$ cat config.mk
export PLATFORM = sky130hd
export DESIGN_NAME = qbus_dl11
export DESIGN_NICKNAME = d
export VERILOG_FILES = /design/src/rtl/qbus_dl11_pkg.sv /design/src/rtl/dl11_uart.sv /design/src/rtl/qbus_dl11.sv
export SDC_FILE = /design/constraint.sdc
export NUM_CORES = 1
export LEC_CHECK = 0
export CAP_MARGIN = 40
export CELL_PAD_IN_SITES_DETAIL_PLACEMENT = 1
export CELL_PAD_IN_SITES_GLOBAL_PLACEMENT = 2
export CORE_MARGIN = 2
export CORE_UTILIZATION = 30
export DETAILED_ROUTE_END_ITERATION = 6
export PLACE_DENSITY = 0.8
export SETUP_SLACK_MARGIN = 0.3
export SLEW_MARGIN = 40
export SYNTH_ARGS = -nofsm -noshare
export SYNTH_HDL_FRONTEND = slang
export SYNTH_SLANG_ARGS = --single-unit
$ cat constraint.sdc
create_clock -name pin_clk -period 3.05 [get_ports pin_clk]
set_clock_uncertainty 0.2 [all_clocks]
set_input_delay 0.61 -clock pin_clk [delete_from_list [all_inputs] [get_ports pin_clk]]
set_output_delay 0.61 -clock pin_clk [all_outputs]
set_load 0.01 [all_outputs]
$ cat src/rtl/qbus_dl11_pkg.sv
// Shared definitions for the DL11 console terminal slave: register offsets,
// CSR bit positions, bus FSM states and the default vectors.
package qbus_dl11_pkg;

  localparam logic [1:0] REG_RCSR = 2'd0;
  localparam logic [1:0] REG_RBUF = 2'd1;
  localparam logic [1:0] REG_XCSR = 2'd2;
  localparam logic [1:0] REG_XBUF = 2'd3;

  localparam int RCSR_DONE  = 7;
  localparam int RCSR_IE    = 6;
  localparam int RBUF_ERR   = 15;
  localparam int RBUF_OVR   = 14;
  localparam int XCSR_READY = 7;
  localparam int XCSR_IE    = 6;
  localparam int XCSR_MAINT = 2;

  localparam logic [12:0] CSR_BASE_DEF = 13'o17560;
  localparam logic [8:0]  VEC_RX_DEF   = 9'o060;
  localparam logic [8:0]  VEC_TX_DEF   = 9'o064;

  typedef enum logic [1:0] {
    IDLE = 2'd0,
    RD   = 2'd1,
    WR   = 2'd2,
    IAK  = 2'd3
  } bus_state_e;

  function automatic logic [15:0] vec_word(input logic [8:0] vec);
    return {7'b0, vec};
  endfunction

endpackage

$ cat src/rtl/dl11_uart.sv
// 8N1 serial engine for the DL11: transmit shifter, receive sampler with a
// 2-flop input synchronizer, each driven by its own BAUD_DIV bit counter.
module dl11_uart
  import qbus_dl11_pkg::*;
#(
  parameter logic [15:0] BAUD_DIV = 16'd434
) (
  input  logic       clk_i,
  input  logic       reset_i,
  input  logic [7:0] tx_data_i,
  input  logic       tx_start_i,
  output logic       tx_busy_o,
  output logic       txd_o,
  input  logic       rxd_i,
  output logic [7:0] rx_data_o,
  output logic       rx_strobe_o,
  output logic       rx_ferr_o
);

  localparam logic [15:0] FULL_M1 = BAUD_DIV - 16'd1;
  localparam logic [15:0] HALF_M1 = (BAUD_DIV >> 1) - 16'd1;

  logic        tx_busy_q;
  logic [15:0] tx_cnt_q;
  logic [3:0]  tx_bit_q;
  logic [9:0]  tx_sh_q;

  // Frame is {stop, data, start}; shifting in ones keeps the line idle-high.
  always_ff @(posedge clk_i) begin
    if (reset_i) begin
      tx_busy_q <= 1'b0;
      tx_cnt_q  <= '0;
      tx_bit_q  <= '0;
      tx_sh_q   <= '1;
    end else if (!tx_busy_q) begin
      if (tx_start_i) begin
        tx_busy_q <= 1'b1;
        tx_sh_q   <= {1'b1, tx_data_i, 1'b0};
        tx_cnt_q  <= '0;
        tx_bit_q  <= '0;
      end
    end else if (tx_cnt_q == FULL_M1) begin
      tx_cnt_q <= '0;
      if (tx_bit_q == 4'd9) begin
        tx_busy_q <= 1'b0;
      end else begin
        tx_bit_q <= tx_bit_q + 4'd1;
        tx_sh_q  <= {1'b1, tx_sh_q[9:1]};
      end
    end else begin
      tx_cnt_q <= tx_cnt_q + 16'd1;
    end
  end

  assign tx_busy_o = tx_busy_q;
  assign txd_o     = ~tx_busy_q | tx_sh_q[0];

  logic        rx_s1_q, rx_s2_q, rx_s3_q;
  logic        rx_active_q;
  logic [15:0] rx_cnt_q;
  logic [3:0]  rx_bit_q;
  logic [7:0]  rx_sh_q;
  logic        rx_strobe_q, rx_ferr_q;

  // rx_bit_q: 0 = start-bit recheck at half period, 1..8 data, 9 stop.
  always_ff @(posedge clk_i) begin
    if (reset_i) begin
      rx_s1_q     <= 1'b1;
      rx_s2_q     <= 1'b1;
      rx_s3_q     <= 1'b1;
      rx_active_q <= 1'b0;
      rx_cnt_q    <= '0;
      rx_bit_q    <= '0;
      rx_sh_q     <= '0;
      rx_strobe_q <= 1'b0;
      rx_ferr_q   <= 1'b0;
    end else begin
      rx_s1_q     <= rxd_i;
      rx_s2_q     <= rx_s1_q;
      rx_s3_q     <= rx_s2_q;
      rx_strobe_q <= 1'b0;
      if (!rx_active_q) begin
        if (rx_s3_q && !rx_s2_q) begin
          rx_active_q <= 1'b1;
          rx_cnt_q    <= '0;
          rx_bit_q    <= '0;
        end
      end else if (rx_bit_q == 4'd0) begin
        if (rx_cnt_q == HALF_M1) begin
          rx_cnt_q <= '0;
          if (rx_s2_q) rx_active_q <= 1'b0;
          else         rx_bit_q    <= 4'd1;
        end else begin
          rx_cnt_q <= rx_cnt_q + 16'd1;
        end
      end else if (rx_cnt_q == FULL_M1) begin
        rx_cnt_q <= '0;
        if (rx_bit_q == 4'd9) begin
          rx_active_q <= 1'b0;
          rx_strobe_q <= 1'b1;
          rx_ferr_q   <= ~rx_s2_q;
        end else begin
          rx_sh_q  <= {rx_s2_q, rx_sh_q[7:1]};
          rx_bit_q <= rx_bit_q + 4'd1;
        end
      end else begin
        rx_cnt_q <= rx_cnt_q + 16'd1;
      end
    end
  end

  assign rx_data_o   = rx_sh_q;
  assign rx_strobe_o = rx_strobe_q;
  assign rx_ferr_o   = rx_ferr_q;

endmodule

$ cat src/rtl/qbus_dl11.sv
// DL11 console terminal slave on the F-11 QBUS: register window, IAK vectors
// and the serial engine. QBUS_DL11_MAINT_EN adds the XCSR maintenance loopback.
module qbus_dl11
  import qbus_dl11_pkg::*;
#(
  parameter logic [15:0] BAUD_DIV = 16'd434,
  parameter logic [12:0] CSR_BASE = CSR_BASE_DEF,
  parameter logic [8:0]  VEC_RX   = VEC_RX_DEF,
  parameter logic [8:0]  VEC_TX   = VEC_TX_DEF
) (
  input  logic        pin_clk,
  input  logic        pin_init,
  input  logic [15:0] qb_ad_in,
  output logic [15:0] qb_ad_out,
  output logic        qb_ad_oe,
  input  logic        qb_sync,
  input  logic        qb_bs,
  input  logic        qb_din,
  input  logic        qb_dout,
  input  logic        qb_wtbt,
  output logic        qb_rply,
  input  logic        qb_iako_in,
  output logic        qb_iako_out,
  output logic        qb_virq,
  input  logic        ser_rxd,
  output logic        ser_txd
);

  bus_state_e  state_q, state_d;
  logic        sync_q, din_q, sel_q, ack_q, iako_q;
  logic [2:0]  addr_q;
  logic [15:0] rdata_q, rd_mux;
  logic        rx_ie_q, tx_ie_q, done_q, ovr_q, err_q;
  logic [7:0]  rbuf_q;
  logic        lvl_rx_q, lvl_tx_q, req_rx_q, req_tx_q;
  logic        tx_start, tx_busy, rx_strobe, rx_ferr, uart_txd, rx_src, maint_bit;
  logic [7:0]  rx_data;
  logic        rd_start, iak_start, rbuf_rd, wr_en, grant_rx, grant_tx;
  logic        lvl_rx, lvl_tx, any_req, strobe_ok;
  logic        unused_hi;

  assign unused_hi = ^qb_ad_in[15:13];
  assign any_req   = req_rx_q | req_tx_q;
  assign rd_start  = (state_q == IDLE) && (state_d == RD);
  assign iak_start = (state_q == IDLE) && (state_d == IAK);
  assign rbuf_rd   = rd_start && (addr_q[2:1] == REG_RBUF);
  assign grant_rx  = iak_start && req_rx_q;
  assign grant_tx  = iak_start && !req_rx_q && req_tx_q;
  assign wr_en     = (state_q == WR) && !ack_q && qb_dout && !(qb_wtbt && addr_q[0]);
  assign tx_start  = wr_en && (addr_q[2:1] == REG_XBUF) && !tx_busy;
  assign lvl_rx    = done_q & rx_ie_q;
  assign lvl_tx    = ~tx_busy & tx_ie_q;

  always_comb begin
    state_d   = state_q;
    strobe_ok = qb_din;
    qb_ad_oe  = 1'b0;
    qb_rply   = 1'b0;
    qb_ad_out = '0;
    unique case (state_q)
      IDLE: begin
        if (sel_q && qb_din)       state_d = RD;
        else if (sel_q && qb_dout) state_d = WR;
        else if (qb_iako_in && qb_din && !qb_sync && any_req) state_d = IAK;
      end
      RD, IAK: if (!qb_din) state_d = IDLE;
      WR: begin
        strobe_ok = qb_dout;
        if (!qb_dout) state_d = IDLE;
      end
      default: state_d = IDLE;
    endcase
    // Strobe and INIT gate the pins directly so they fall in the same cycle.
    qb_ad_oe  = (state_q == RD || state_q == IAK) && qb_din && !pin_init;
    qb_rply   = ack_q && strobe_ok && !pin_init;
    qb_ad_out = qb_ad_oe ? rdata_q : '0;
  end

  always_comb begin
    rd_mux = '0;
    unique case (addr_q[2:1])
      REG_RCSR: begin
        rd_mux[RCSR_DONE] = done_q;
        rd_mux[RCSR_IE]   = rx_ie_q;
      end
      REG_RBUF: begin
        rd_mux[RBUF_ERR] = err_q;
        rd_mux[RBUF_OVR] = ovr_q;
        rd_mux[7:0]      = rbuf_q;
      end
      REG_XCSR: begin
        rd_mux[XCSR_READY] = ~tx_busy;
        rd_mux[XCSR_IE]    = tx_ie_q;
        rd_mux[XCSR_MAINT] = maint_bit;
      end
      default: rd_mux = '0;
    endcase
  end

  // Read data and vectors are frozen at the start of the transfer so the
  // side effects of the read cannot disturb the value being driven.
  always_ff @(posedge pin_clk) begin
    if (pin_init) begin
      state_q <= IDLE;
      sync_q  <= 1'b0;
      din_q   <= 1'b0;
      sel_q   <= 1'b0;
      ack_q   <= 1'b0;
      addr_q  <= '0;
      rdata_q <= '0;
      iako_q  <= 1'b0;
    end else begin
      state_q <= state_d;
      sync_q  <= qb_sync;
      din_q   <= qb_din;
      ack_q   <= (state_q != IDLE) && (state_d != IDLE);
      if (qb_sync && !sync_q) begin
        addr_q <= qb_ad_in[2:0];
        sel_q  <= qb_bs && (qb_ad_in[12:3] == CSR_BASE[12:3]);
      end else if (!qb_sync) begin
        sel_q <= 1'b0;
      end
      if (rd_start)       rdata_q <= rd_mux;
      else if (iak_start) rdata_q <= vec_word(req_rx_q ? VEC_RX : VEC_TX);
      if (qb_din && !din_q) iako_q <= qb_iako_in & ~any_req;
      else if (!qb_iako_in) iako_q <= 1'b0;
    end
  end

  always_ff @(posedge pin_clk) begin
    if (pin_init) begin
      rx_ie_q  <= 1'b0;
      tx_ie_q  <= 1'b0;
      done_q   <= 1'b0;
      ovr_q    <= 1'b0;
      err_q    <= 1'b0;
      rbuf_q   <= '0;
      lvl_rx_q <= 1'b0;
      lvl_tx_q <= 1'b0;
      req_rx_q <= 1'b0;
      req_tx_q <= 1'b0;
    end else begin
      if (wr_en && addr_q[2:1] == REG_RCSR) rx_ie_q <= qb_ad_in[RCSR_IE];
      if (wr_en && addr_q[2:1] == REG_XCSR) tx_ie_q <= qb_ad_in[XCSR_IE];
      // A frame landing on the same cycle as an RBUF read wins without overrun.
      if (rx_strobe) begin
        rbuf_q <= rx_data;
        err_q  <= rx_ferr;
        done_q <= 1'b1;
        ovr_q  <= ovr_q | (done_q & ~rbuf_rd);
        if (rbuf_rd) ovr_q <= 1'b0;
      end else if (rbuf_rd) begin
        done_q <= 1'b0;
        ovr_q  <= 1'b0;
      end
      lvl_rx_q <= lvl_rx;
      lvl_tx_q <= lvl_tx;
      if (!lvl_rx || grant_rx)  req_rx_q <= 1'b0;
      else if (!lvl_rx_q)       req_rx_q <= 1'b1;
      if (!lvl_tx || grant_tx)  req_tx_q <= 1'b0;
      else if (!lvl_tx_q)       req_tx_q <= 1'b1;
    end
  end

`ifdef QBUS_DL11_MAINT_EN
  logic maint_q;

  always_ff @(posedge pin_clk) begin
    if (pin_init) maint_q <= 1'b0;
    else if (wr_en && addr_q[2:1] == REG_XCSR) maint_q <= qb_ad_in[XCSR_MAINT];
  end

  assign maint_bit = maint_q;
  assign rx_src    = maint_q ? uart_txd : ser_rxd;
  assign ser_txd   = maint_q | uart_txd;
`else
  assign maint_bit = 1'b0;
  assign rx_src    = ser_rxd;
  assign ser_txd   = uart_txd;
`endif

  assign qb_virq     = any_req;
  assign qb_iako_out = iako_q;

  dl11_uart #(
    .BAUD_DIV (BAUD_DIV)
  ) u_uart (
    .clk_i       (pin_clk),
    .reset_i     (pin_init),
    .tx_data_i   (qb_ad_in[7:0]),
    .tx_start_i  (tx_start),
    .tx_busy_o   (tx_busy),
    .txd_o       (uart_txd),
    .rxd_i       (rx_src),
    .rx_data_o   (rx_data),
    .rx_strobe_o (rx_strobe),
    .rx_ferr_o   (rx_ferr)
  );

endmodule

==> summary.md, run 1 <==
| Metric | Value |
|---|---|
| Die height | `roughly 130 um` |
| Register area share after synthesis | `0.4157` |
| Worst slack, placed | `0.1189 ns` |
| Slew HR | `0.5605` |
| Std-Cell Rows | `46` |
| Antenna Nets Post-Route | `0` |
| Distinct cells, synth | `56` |
| Vias | `between 4,000 and 5,000` |
| Post-Syn Area | `0.004863 mm^2` |
| Fin area | `between 0.005 and 0.006 mm^2` |
| Residual DRC | `0` |
| Slowest stage delay, CP | `a little under 0.5 ns` |
| Max Slew Vio Count | `0` |
| Worst hold slack | `0.2149 ns` |
| Simple-gate share of the synthesized area | `0.2506` |
| Worst Hold Class | `reg2reg` |
| WS Path Type | `in2out` |
| First-pass DRT Iterations | `4` |
| Vias per std cell | `about 5` |
| Die Area | `~0.017 mm^2` |
| Maximum vdd ir drop | `207.9 uV` |
| Max_cap viols | `0` |
| Async SR Flop Fraction | `0` |
| Cell taking the most area after synthesis | `dfxtp_1` |
| Overall global routing resource usage | `0.1470` |
| Largest cells by area after synthesis | `dfxtp_1 (42%), mux2i_1 (5.8%), nor2_1 (5.4%), a21oi_1 (3.4%), o21ai_0 (2.9%)` |
| Synth Instances | `564` |
| GRT overflow | `0` |
| Share of the synthesized area in the top cell type | `0.4157` |
| Leak Pwr | `approximately 2.0 nW` |
| CP startpoint kind | `input pin` |
| Top Ports | `46` |
| Final WS setup | `0.4321 ns` |
| Critical path, cell by cell | `clkdlybuf4s50_1, nand2_1, nor2_1, buf_4, and2_1, dlygate4sd2_1` |
| Final hold violations | `0` |
| Final Power | `between 0.002 and 0.003 W` |
| Largest family of logic cells by synthesized area | `simple AND/OR/NAND/NOR gates` |
| Routability cong. | `about 0.78` |
| Core area | `around 0.016 mm^2` |
| CTS Buf Count | `9` |
| CTS tree | `yes` |
| Number of I/O port buffers | `36` |
| Most common cell in the netlist | `dfxtp_1` |
| Synth Area in Compound Gates | `0.1834` |
| Vias in the first global route | `4,384` |
| Root Driver | `clkbuf_16` |
| RSZ-0062 raised after global routing | `false` |
| Setup_tns | `0 ns` |
| Synth Area in Adders | `0.02573` |
| Drt wl/cell | `15.30 um` |
| Slew @ Worst Pin | `0.6568 ns` |
| Num Clock Sinks | `approximately 100` |
| Power Density | `roughly 440 mW/mm^2` |
| Worst Path Max Fanout | `8` |
| Final Setup Violations | `0` |
| Seq cells post-synth | `a little over 100` |
| Fmax | `between 300 and 400 MHz` |
| Largest net degree at the start of global routing | `about 50` |
| Antenna violations before repair | `0` |
| Layout cells sized above 1 | `0.09672` |
| Effective utilization at floorplan | `0.3062` |
| Avg Cell Area, Syn | `roughly 8.6 um^2` |
| Yosys warning total | `0` |
| Final wirelength | `12.64 mm` |
| Placed Area | `0.005503 mm^2` |
| Period minus WS final | `around 2.6 ns` |
| Post-route clock period utilization | `0.8583` |
| Die W | `approximately 130 um` |
| Mux contribution to synthesized area | `0.05763` |
| Slowest CP cell | `clkdlybuf4s50_1` |
| H-tree depth | `3` |
| Prevailing post-synth register cell | `dfxtp_1` |
| Layout area overhead | `19.06%` |
| First-pass GRT wire length | `between 20 and 25 mm` |
| Worst path arrival time | `between 1.5 and 2 ns` |
| Most frequent cells after synthesis | `dfxtp_1 (101), nor2_1 (70), nand2_1 (36)` |
| Post-synthesis xor/xnor area fraction | `0.01801` |
| Clk slew on worst S/H paths | `roughly 0.07 ns` |
| HPWL Detailed | `roughly 9.1 mm` |
| Fillers | `1,887` |
| Clock buffer depth | `2` |
| Nets | `between 600 and 700` |
| CP required | `2.24 ns` |
| Worst skew pair latency | `between 0.3 and 0.4 ns` |
| Antenna Cells | `0` |
| Status | `finished, final reports clean` |
| EDFF count, synth | `0` |
| Iteration-0 DRC Markers | `172` |
| Crit path capture type | `output port` |
-- stage by stage --
stage	instances	util
6_report	826	0.3645
2_1_floorplan	569	-
3_3_place_gp	808	0.3464
3_5_place_dp	808	0.3464
5_1_grt	826	0.3645
4_1_cts	825	0.3637
-- registers in the layout, indices dropped and copies added (netlist names), 2 cells and up --
name and count:
u_uart.tx_sh_q 9, u_uart.tx_bit_q 4, u_uart.rx_bit_q 4, rdata_q 10
u_uart.tx_cnt_q 16, rbuf_q 8, state_q 2, u_uart.rx_data_o 8
u_uart.rx_cnt_q 16, addr_q 3
-- final timing paths --
check | startpoint | to | slack, ns | cells past startpoint
max | qb_din | qb_ad_out[1] | 0.43 | 6
min | u_uart.rx_s1_q | u_uart.rx_s2_q | 0.21 | 1
max reg2reg | u_uart.rx_cnt_q[0] | u_uart.rx_cnt_q[13] | 0.49 | 6
min reg2reg | u_uart.rx_s1_q | u_uart.rx_s2_q | 0.21 | 1
-- report_power, final --
| part | leakage [nW] | internal, W | switching (W) |
|---|---|---|---|
| Combinational | 1.09 | 0.0000517 | 0.0000713 |
| Clock | 0.142 | 0.000566 | 0.000548 |
| Sequential | 0.816 | 0.00133 | 0.0000116 |
-- cell usage in the layout (no fill, tap or decap), types with 3 or more instances in the layout --
master | synthesis | routed
dfxtp_1 | 101 | 101
nand2b_1 | 9 | 9
nor2b_1 | 16 | 16
or3_1 | 5 | 5
o21ai_0 | 28 | 28
a2111oi_2 | 6 | 6
clkbuf_16 | 0 | 9
and3_1 | 10 | 10
a41oi_1 | 5 | 5
a311oi_1 | 3 | 3
nand2_1 | 36 | 36
a211oi_1 | 7 | 7
buf_4 | 6 | 20
and2_1 | 12 | 12
or2_2 | 3 | 3
nor3b_1 | 4 | 4
mux2i_1 | 28 | 28
and4_1 | 3 | 3
ha_1 | 10 | 10
a21oi_1 | 33 | 33
nor2_1 | 70 | 70
a22oi_1 | 8 | 8
nor4_1 | 8 | 7
conb_1 | 1 | 6
dlygate4sd2_1 | 0 | 12
nand3_1 | 22 | 22
nand4_1 | 9 | 9
nand4b_1 | 3 | 3
a31oi_1 | 9 | 9
a21o_1 | 5 | 5
clkdlybuf4s50_1 | 0 | 23
nor3_1 | 19 | 19
xor2_1 | 9 | 9
inv_1 | 21 | 21
a2111oi_0 | 3 | 3
-- timing repair --
action | 4_1_cts | 5_1_grt
buffers inserted | 1 | 1
hold buffers | 0 | 0
pin swaps | 1 | 0
gates resized for setup | 12 | 0
cloned | 0 | 0
endpoints found under the setup margin | 12 | 1
-- critical path: cells and delay by family --
family | cells | cell delay [ns]
AND/OR/NAND/NOR | 3 | 0.29
buffers and inverters | 3 | 0.91
-- layout make-up --
| type | instances | area (um^2) | share of cell area |
|---|---|---|---|
| Timing Repair Buffer | 56 | 505.5 | 0.08729 |
| Multi-Input combinational cell | 416 | 2633 | 0.4546 |
| Sequential cell | 101 | 2022 | 0.3492 |
| Inverter | 21 | 78.83 | 0.01361 |
| Clock inverter | 7 | 56.30 | 0.009723 |
| Clock buffer | 9 | 225.2 | 0.03889 |
| Tap cell | 216 | 270.3 | 0.04667 |
-- per-layer routing --
metal,GRT usage,routed length (um)
met4,0.04952,167
met1,0.1899,6100
met2,0.2529,6115
met5,0,0
met3,0.01968,253
-- kinds of logic after synthesis --
family,Yosys count
flip-flops,101
adder cells (fa/ha/maj),10
XOR/XNOR,10
other,1
multiplexers,28
AND/OR/NAND/NOR,238
AO/OA/AOI/OAI,124
buffers and inverters,52
Power figures use the tool's default switching activity.
==> run 2, diff against run 1 <==
--- a/config.mk
+++ b/config.mk
@@ -9,9 +9,10 @@
 export CELL_PAD_IN_SITES_DETAIL_PLACEMENT = 1
 export CELL_PAD_IN_SITES_GLOBAL_PLACEMENT = 2
 export CORE_MARGIN = 2
-export CORE_UTILIZATION = 30
+export CORE_UTILIZATION = 35
 export DETAILED_ROUTE_END_ITERATION = 6
-export PLACE_DENSITY = 0.8
+export GPL_TIMING_DRIVEN = 0
+export PLACE_DENSITY = 0.89
 export SETUP_SLACK_MARGIN = 0.3
 export SLEW_MARGIN = 40
 export SYNTH_ARGS = -nofsm -noshare
==> run 2 against run 1 <==
Effect of this change: critical path depth decreased by 1; total power increased by 2.5%; global-route usage increased by 4.4 points; non-clock buffer count increased by 18; register-to-register slack got worse by 0.11 ns; routed wire length increased by 6.5%; clock-buffer cell count unchanged; sequential cell count unchanged; maximum frequency decreased by 3.7%; first-iteration DRC count increased by 8.7%; worst hold slack about the same; cell area increased by 2.2%; largest cell class unchanged.
==> summary.md, run 2 (synthesis results as in run 1) <==
| Metric | Value |
|---|---|
| Hold buffers post-CTS | `0` |
| H-tree depth | `3` |
| Slew @ Worst Pin | `0.6868 ns` |
| Slew HR | `0.5422` |
| Clk pwr share | `0.440` |
| Leak Pwr | `~2.1 nW` |
| Layout area overhead | `21.71%` |
| Worst path bufs/invs | `3` |
| Fmax | `around 370 MHz` |
| Final core utilization | `0.4315` |
| Logic pwr share | `0.055` |
| RSZ-0062 raised after global routing | `true` |
| Multi-input logic area | `0.002710 mm^2` |
| Cell-internal power | `between 0.0015 and 0.002 W` |
| HPWL Detailed | `a little under 10 mm` |
| Final hold violations | `0` |
| Clk slew on worst S/H paths | `approximately 0.080 ns` |
| Flop pwr share | `0.505` |
| Worst Hold Class | `reg2reg` |
| Sw Ratio | `0.2543` |
| Vias in the first global route | `roughly 4,600` |
| Die W | `121.9 um` |
| WS Path Type | `in2out` |
| Effective utilization at floorplan | `0.3545` |
| Reg2reg setup slack | `between 0.3 and 0.4 ns` |
| Antenna Cells | `0` |
| Period minus WS final | `2.719 ns` |
| Antenna violations before repair | `0` |
| Cell family with most CP delay | `buffers and inverters` |
| Power Density | `445.7 mW/mm^2` |
| Most frequent cells in the layout | `dfxtp_1 (100), nor2_1 (68), nand2_1 (35), a21oi_1 (33)` |
| Drt wl/cell | `16.66 um` |
| Nets | `about 660` |
| Number of I/O port buffers | `36` |
| Worst path arrival time | `roughly 1.9 ns` |
| Final wirelength | `13.46 mm` |
| Overall global routing resource usage | `0.1907` |
| Most common cell after layout, fill and taps aside | `dfxtp_1` |
| Clock buffer depth | `2` |
| Final Setup Violations | `0` |
| Max_cap viols | `0` |
| Maximum vdd ir drop | `about 350 uV` |
| Die Area | `~0.015 mm^2` |
| Slowest CP cell | `clkdlybuf4s50_1` |
| CTS tree | `yes` |
| Vias per std cell | `between 5 and 6` |
| Critical path, cell by cell | `clkdlybuf4s15_2, clkbuf_8, nor2_4, and2_1, clkdlybuf4s50_1` |
| Largest net degree at the start of global routing | `21` |
| Biggest regs | `u_uart.rx_cnt_q (16), u_uart.tx_cnt_q (16), rdata_q (10)` |
| GRT overflow | `0` |
| Status | `finished, final reports clean` |
| CP required | `around 2.2 ns` |
| First-pass DRT Iterations | `4` |
| CTS Buf Count | `9` |
| First-pass GRT wire length | `~22 mm` |
| Layout cells sized above 1 | `0.1162` |
| Worst hold slack | `around 0.22 ns` |
| Final Power | `between 0.002 and 0.003 W` |
| Worst Path Max Fanout | `10` |
| Crit path capture type | `output port` |
| Vias | `~4,400` |
| Worst skew pair latency | `around 0.36 ns` |
| Slowest stage delay, CP | `0.54 ns` |
| Num Clock Sinks | `approximately 100` |
| Max Slew Vio Count | `0` |
| P_sw | `between 0.0006 and 0.0007 W` |
| Top Ports | `46` |
| Fillers | `about 1,600` |
| Die height | `121.9 um` |
| Sequential Area | `0.002023 mm^2` |
| CP startpoint kind | `input pin` |
| Core area | `around 0.014 mm^2` |
| Iteration-0 DRC Markers | `~190` |
| Routability cong. | `approximately 0.86` |
| Residual DRC | `0` |
| Root Driver | `clkbuf_16` |
| Setup_tns | `0 ns` |
| Std-Cell Rows | `43` |
| Antenna Nets Post-Route | `0` |
| Post-route clock period utilization | `0.8915` |
[run 2: cell count changes in the layout (fill, tap and decap cells not counted), moves of 5 or more]
cell,change
clkbuf_1,+12
dlygate4sd2_1,-9
buf_4,-6
buf_1,+5
[run 2: layout make-up]
cell class	instances	area share
buffer	31	0.03149
clock buffer	9	0.03805
clock inverter	7	0.01226
inverter	21	0.01332
multi-input combinational	416	0.4578
sequential	101	0.3418
tap	180	0.03805
timing repair buffer	43	0.06722
[run 2: through the flow]
stage               std cells  area [um^2]  setup WS [ns]
finish                    808         5919         0.3310
global route              808         5919         0.2471
CTS                       801         5842         0.3016
detailed placement        785         5489         -1.238
global placement          785         5468         -1.189
floorplan                 569         4882         0.5126
[run 2: final timing paths]
| kind | from | endpoint | depth (start not counted) |
|---|---|---|---|
| worst min register to register | u_uart.rx_s1_q | u_uart.rx_s2_q | 1 |
| worst max register to register | u_uart.tx_cnt_q[0] | u_uart.tx_bit_q[1] | 8 |
| worst max-delay path | pin_init | qb_ad_out[15] | 5 |
| worst min-delay path | u_uart.rx_s1_q | u_uart.rx_s2_q | 1 |
[run 2: power groups by stage]
stage | registers [W] | clock network, W | logic (W)
6_report | 0.00133 | 0.00116 | 0.000144
5_1_grt | 0.00133 | 0.00125 | 0.000157
4_1_cts | 0.00133 | 0.00119 | 0.000144
3_5_place_dp | 0.00136 | 0 | 0.000138
3_3_place_gp | 0.00136 | 0 | 0.000135
2_1_floorplan | 0.00136 | 0 | 0.0000722
[run 2: worst register-to-register path, stage by stage (launching register included)]
cell and delay, ns:
dfxtp_1 0.43, ha_1 0.20, or3b_2 0.52, o41ai_4 0.47, nand3_2 0.15, buf_6 0.18, buf_6 0.15, a22oi_2 0.17
nor2_1 0.06
[run 2: timing repair]
item	4_1_cts	5_1_grt
gates resized for setup	31	17
setup endpoints to repair	45	30
buffers inserted	0	7
pin swaps	1	2
[run 2: per-layer routing]
| layer | track usage | vias to the layer above | routed length [um] |
|---|---|---|---|
| met5 | 0 | - | 0 |
| met3 | 0.05056 | 20 | 556 |
| met2 | 0.3303 | 81 | 6523 |
| met1 | 0.2353 | 2120 | 6174 |
| li1 | - | 2136 | - |
| met4 | 0.04741 | 0 | 206 |
==> edit 1, RTL diff (flow settings as in run 1) <==
Build with the macro `QBUS_DL11_MAINT_EN` defined.
--- a/src/rtl/qbus_dl11.sv
+++ b/src/rtl/qbus_dl11.sv
@@ -2,2 +2,4 @@
 // and the serial engine. QBUS_DL11_MAINT_EN adds the XCSR maintenance loopback.
+`define QBUS_DL11_MAINT_EN
+
 module qbus_dl11
Formal check against the unedited RTL: not equivalent (a bounded check fails within 10 cycles, from zero or initial values).
==> edit 1 against run 1 <==
- sequential cell count grew 1
- largest cell class unchanged
- total power grew 2.9%
- critical path type unchanged
- non-clock buffer count shrank 1
- cell area is essentially flat
- area after synthesis is essentially flat
- wire length grew 3.3%
- setup slack lost 36 ps
==> edit 1: results (changes against run 1) <==
Cell variety after synth=57 (+1.8%); # placed instances=811 (+0.37%); Tot GR Track Use=15.5% (+0.81 points); vias in the first global route=4405 (+0.48%); first-pass GRT wire length=21.9 mm (+3.2%); Post-CTS Setup Repair Bufs=0 (-1); FILL cells=1916 (+1.5%); final hold vios=0 (unchanged); Post-Layout Cell Count=827 (+0.12%); Worst EP arrival=1840 ps (+30 ps); critical path peak fanout=2 (-6); Post-Synth XOR/XNOR Area=1.80% (about the same); Final nets=646 (+0.94%); met3 usage=4.71% (+2.7 points); Die X=131 um (about the same); Top Registers=u_uart.rx_cnt_q x16, u_uart.tx_cnt_q x16, rdata_q x10; commonest cells in the synthesized netlist=102 x dfxtp_1, 76 x nor2_1, 39 x a21oi_1; detailed-route via count=4305 (+1.8%); clock network area share=5.14% (+0.28 points); GR Util met1=18.4% (-0.61 points); Post-Syn Instances=571 (+1.2%); Synth Area in Compound Gates=16.1% (-2.2 points); hold crit path type=reg2reg; Logic inverters=15 (-29%); DRT iter0 DRCs=195 (+13%); Final Wtd Congestion=0.809 (+3.6%); ranking of synthesized cells by area=dfxtp_1 42%, nor2_1 5.9%, mux2i_1 4.5%; dpl cell area=5490 sq um (-0.16%); Sw Ratio=23.3% (-1.2 points); largest net degree at the start of global routing=45 (-8.2%); met2 usage=26.8% (+1.5 points); status=complete, no violations; Detailed Place HPWL=9.54 mm (+4.7%); mux cell area share after synthesis=4.53% (-1.2 points); layout cells sized above 1=8.67% (-1.0 points); area of the multi-input gates=2640 sq um (+0.14%); post-synthesis adder-cell area fraction=3.86% (+1.3 points); Leak=2.02 nW (-1.2%); Non-Clock Buffer Count=55 (-1.8%); Worst-Margin Slew=679 ps (+22.2 ps); buffer share of cell area=8.39% (-0.34 points); fraction of area in registers=35.3% (+0.35 points); seq_cells=102 (+0.99%); Multi-input comb cells=423 (+1.7%); Seq/Total Area, Yosys=42.0% (+0.40 points)
edit 1: changes by cell type in the layout (fill, tap and decap cells not counted), moves of 6 or more:
cell       delta
inv_1         -7
a21oi_1       +6
nand4_1       +7
nor2b_1       -7
o21ai_0      -18
a2111oi_2     -6
a311oi_1      +8
mux2i_1       -6
nor3_1        +9
edit 1: power by group through the flow:
stage               logic, mW  clock network (mW)  registers, mW
finish                  0.118                1.18           1.35
global route            0.130                1.28           1.35
global placement        0.116                   0           1.38
detailed placement      0.118                   0           1.38
floorplan              0.0685                   0           1.37
CTS                     0.119                1.23           1.35
edit 1: layer usage:
layer,part of all wire (%),wire length (um),vias to the layer above
met3,3.7,489,15
met4,1.6,205,0
met5,0,0,-
li1,-,-,2121
met1,44,5790,2100
met2,50,6560,69
edit 1: repair_timing:
item / in CTS / in global routing
gates cloned: 0 / 0
pin swaps: 0 / 1
gates resized for setup: 14 / 7
setup endpoints to repair: 13 / 12
edit 1: through the flow:
step	power, mW	util (%)	setup slack (ps)	setup TNS [ps]
finish	2.65	36.4	396	0
global route	2.76	36.4	324	0
CTS	2.69	36.4	247	0
detailed placement	1.50	34.6	-5.55	-5.55
global placement	1.49	34.6	-2.82	-2.82
floorplan	1.44	-	643	0
edit 1: path summary, 6_finish.rpt:
| check | start | to | slack (ps) | depth (start not counted) |
|---|---|---|---|---|
| hold / removal | u_uart.rx_s1_q$_SDFF_PP1_ | u_uart.rx_s2_q$_SDFF_PP1_ | 210 | 1 |
| setup / recovery | qb_dout | qb_rply | 400 | 6 |
| hold reg to reg | u_uart.rx_s1_q$_SDFF_PP1_ | u_uart.rx_s2_q$_SDFF_PP1_ | 210 | 1 |
| setup reg to reg | u_uart.tx_cnt_q[0]$_SDFFE_PP0P_ | u_uart.tx_bit_q[3]$_SDFFE_PP0P_ | 500 | 6 |
==> edit 2, RTL diff (config.mk and constraints of run 1) <==
Made on the original files. Re-encode `bus_state_e` (4 states) as one-hot, 4 bits wide.
--- a/src/rtl/qbus_dl11_pkg.sv
+++ b/src/rtl/qbus_dl11_pkg.sv
@@ -21,7 +21,7 @@
 
-  typedef enum logic [1:0] {
-    IDLE = 2'd0,
-    RD   = 2'd1,
-    WR   = 2'd2,
-    IAK  = 2'd3
+  typedef enum logic [3:0] {
+    IDLE = 4'b0001,
+    RD   = 4'b0010,
+    WR   = 4'b0100,
+    IAK  = 4'b1000
   } bus_state_e;
Formal check against the unedited RTL: same outputs for any inputs over 4 cycles, from zero or initial values; so few cycles prove little.
==> edit 2 against run 1 <==
- utilization is 0.22 points lower
- worst hold slack worse by 3.2 ps
- cell area is 3.0% higher
- wire length is 5.1% higher
- die area is 2.8% higher
- sequential cell count is 2 higher
- total power is 2.9% higher
- setup slack worse by 35 ps
- first-iteration DRC count is 12% lower
- area after synthesis is 2.9% higher
- critical endpoint is now qb_rply
==> edit 2: results (changes against run 1) <==
layout cells sized above 1=10.9% (+1.2 points); combinational cell power=0.130 mW (+6%); Sw Ratio=22.1% (-2.4 points); Post-CTS Setup Repair Bufs=0 (-1); Worst-Margin Slew=690 ps (+33.4 ps); Post-CTS Resized=35 (+23); Critical Path Source=qb_dout; met3 usage=3.69% (+1.7 points); reg2reg end=u_uart.tx_cnt_q[12]$_SDFFE_PP0P_; vias in the first global route=4571 (+4.3%); FILL cells=1939 (+2.8%); Worst IR Drop VDD=0.000422 V (+100%); met2 wire len=6.92 mm (+13%); status=complete, no violations; Worst EP arrival=1840 ps (+30 ps); crit-path max cell delay=540 ps (+50 ps); critical path peak fanout=2 (-6); largest net degree at the start of global routing=85 (+73%); Tot GR Track Use=15.6% (+0.91 points); DRT iter0 DRCs=151 (-12%); Seq/Total Area, Yosys=41.2% (-0.37 points); clock group power=1.16 mW (+5%); clock share of power=43.7% (+0.4 points); Detailed Place HPWL=9.37 mm (+2.9%); Crit Reg-Reg Startpoint=u_uart.tx_cnt_q[0]$_SDFFE_PP0P_; Post-Layout Cell Count=836 (+1.2%); Leak=1.99 nW (-3.0%); Final nets=647 (+1.1%); Met1 Routed Length=5.86 mm (-3.9%); GR Util met1=18.4% (-0.62 points); met2 usage=28.4% (+3.1 points); Cell variety after synth=71 (+27%)
[edit 2: changes by cell type after synthesis, sizes merged, moves of 5 or more]
cell	change
a31oi	+15
nor2b	-11
nor2	-10
a2111oi	-9
o21ai	-8
mux2i	+7
xor2	-7
a22oi	-6
a32oi	+5
and3	-5
[edit 2: logic make-up after synthesis]
logic type | Yosys count | synth area share [%]
mux | 36 | 7.23
flops | 103 | 41.2
compound gates | 130 | 17.1
buf+inv | 58 | 5.07
other cells | 1 | 0.0749
xor+xnor | 5 | 0.875
simple gates | 233 | 25.9
fa+ha+maj | 10 | 2.50
[edit 2: layout make-up]
| class | count | area share [%] |
|---|---|---|
| Multi-Input combinational cell | 420 | 45.7 |
| Sequential cell | 103 | 34.6 |
| Timing Repair Buffer | 57 | 8.98 |
| Tap cell | 220 | 4.61 |
| Clock buffer | 12 | 4.13 |
| Inverter | 21 | 1.32 |
| Clock inverter | 3 | 0.734 |
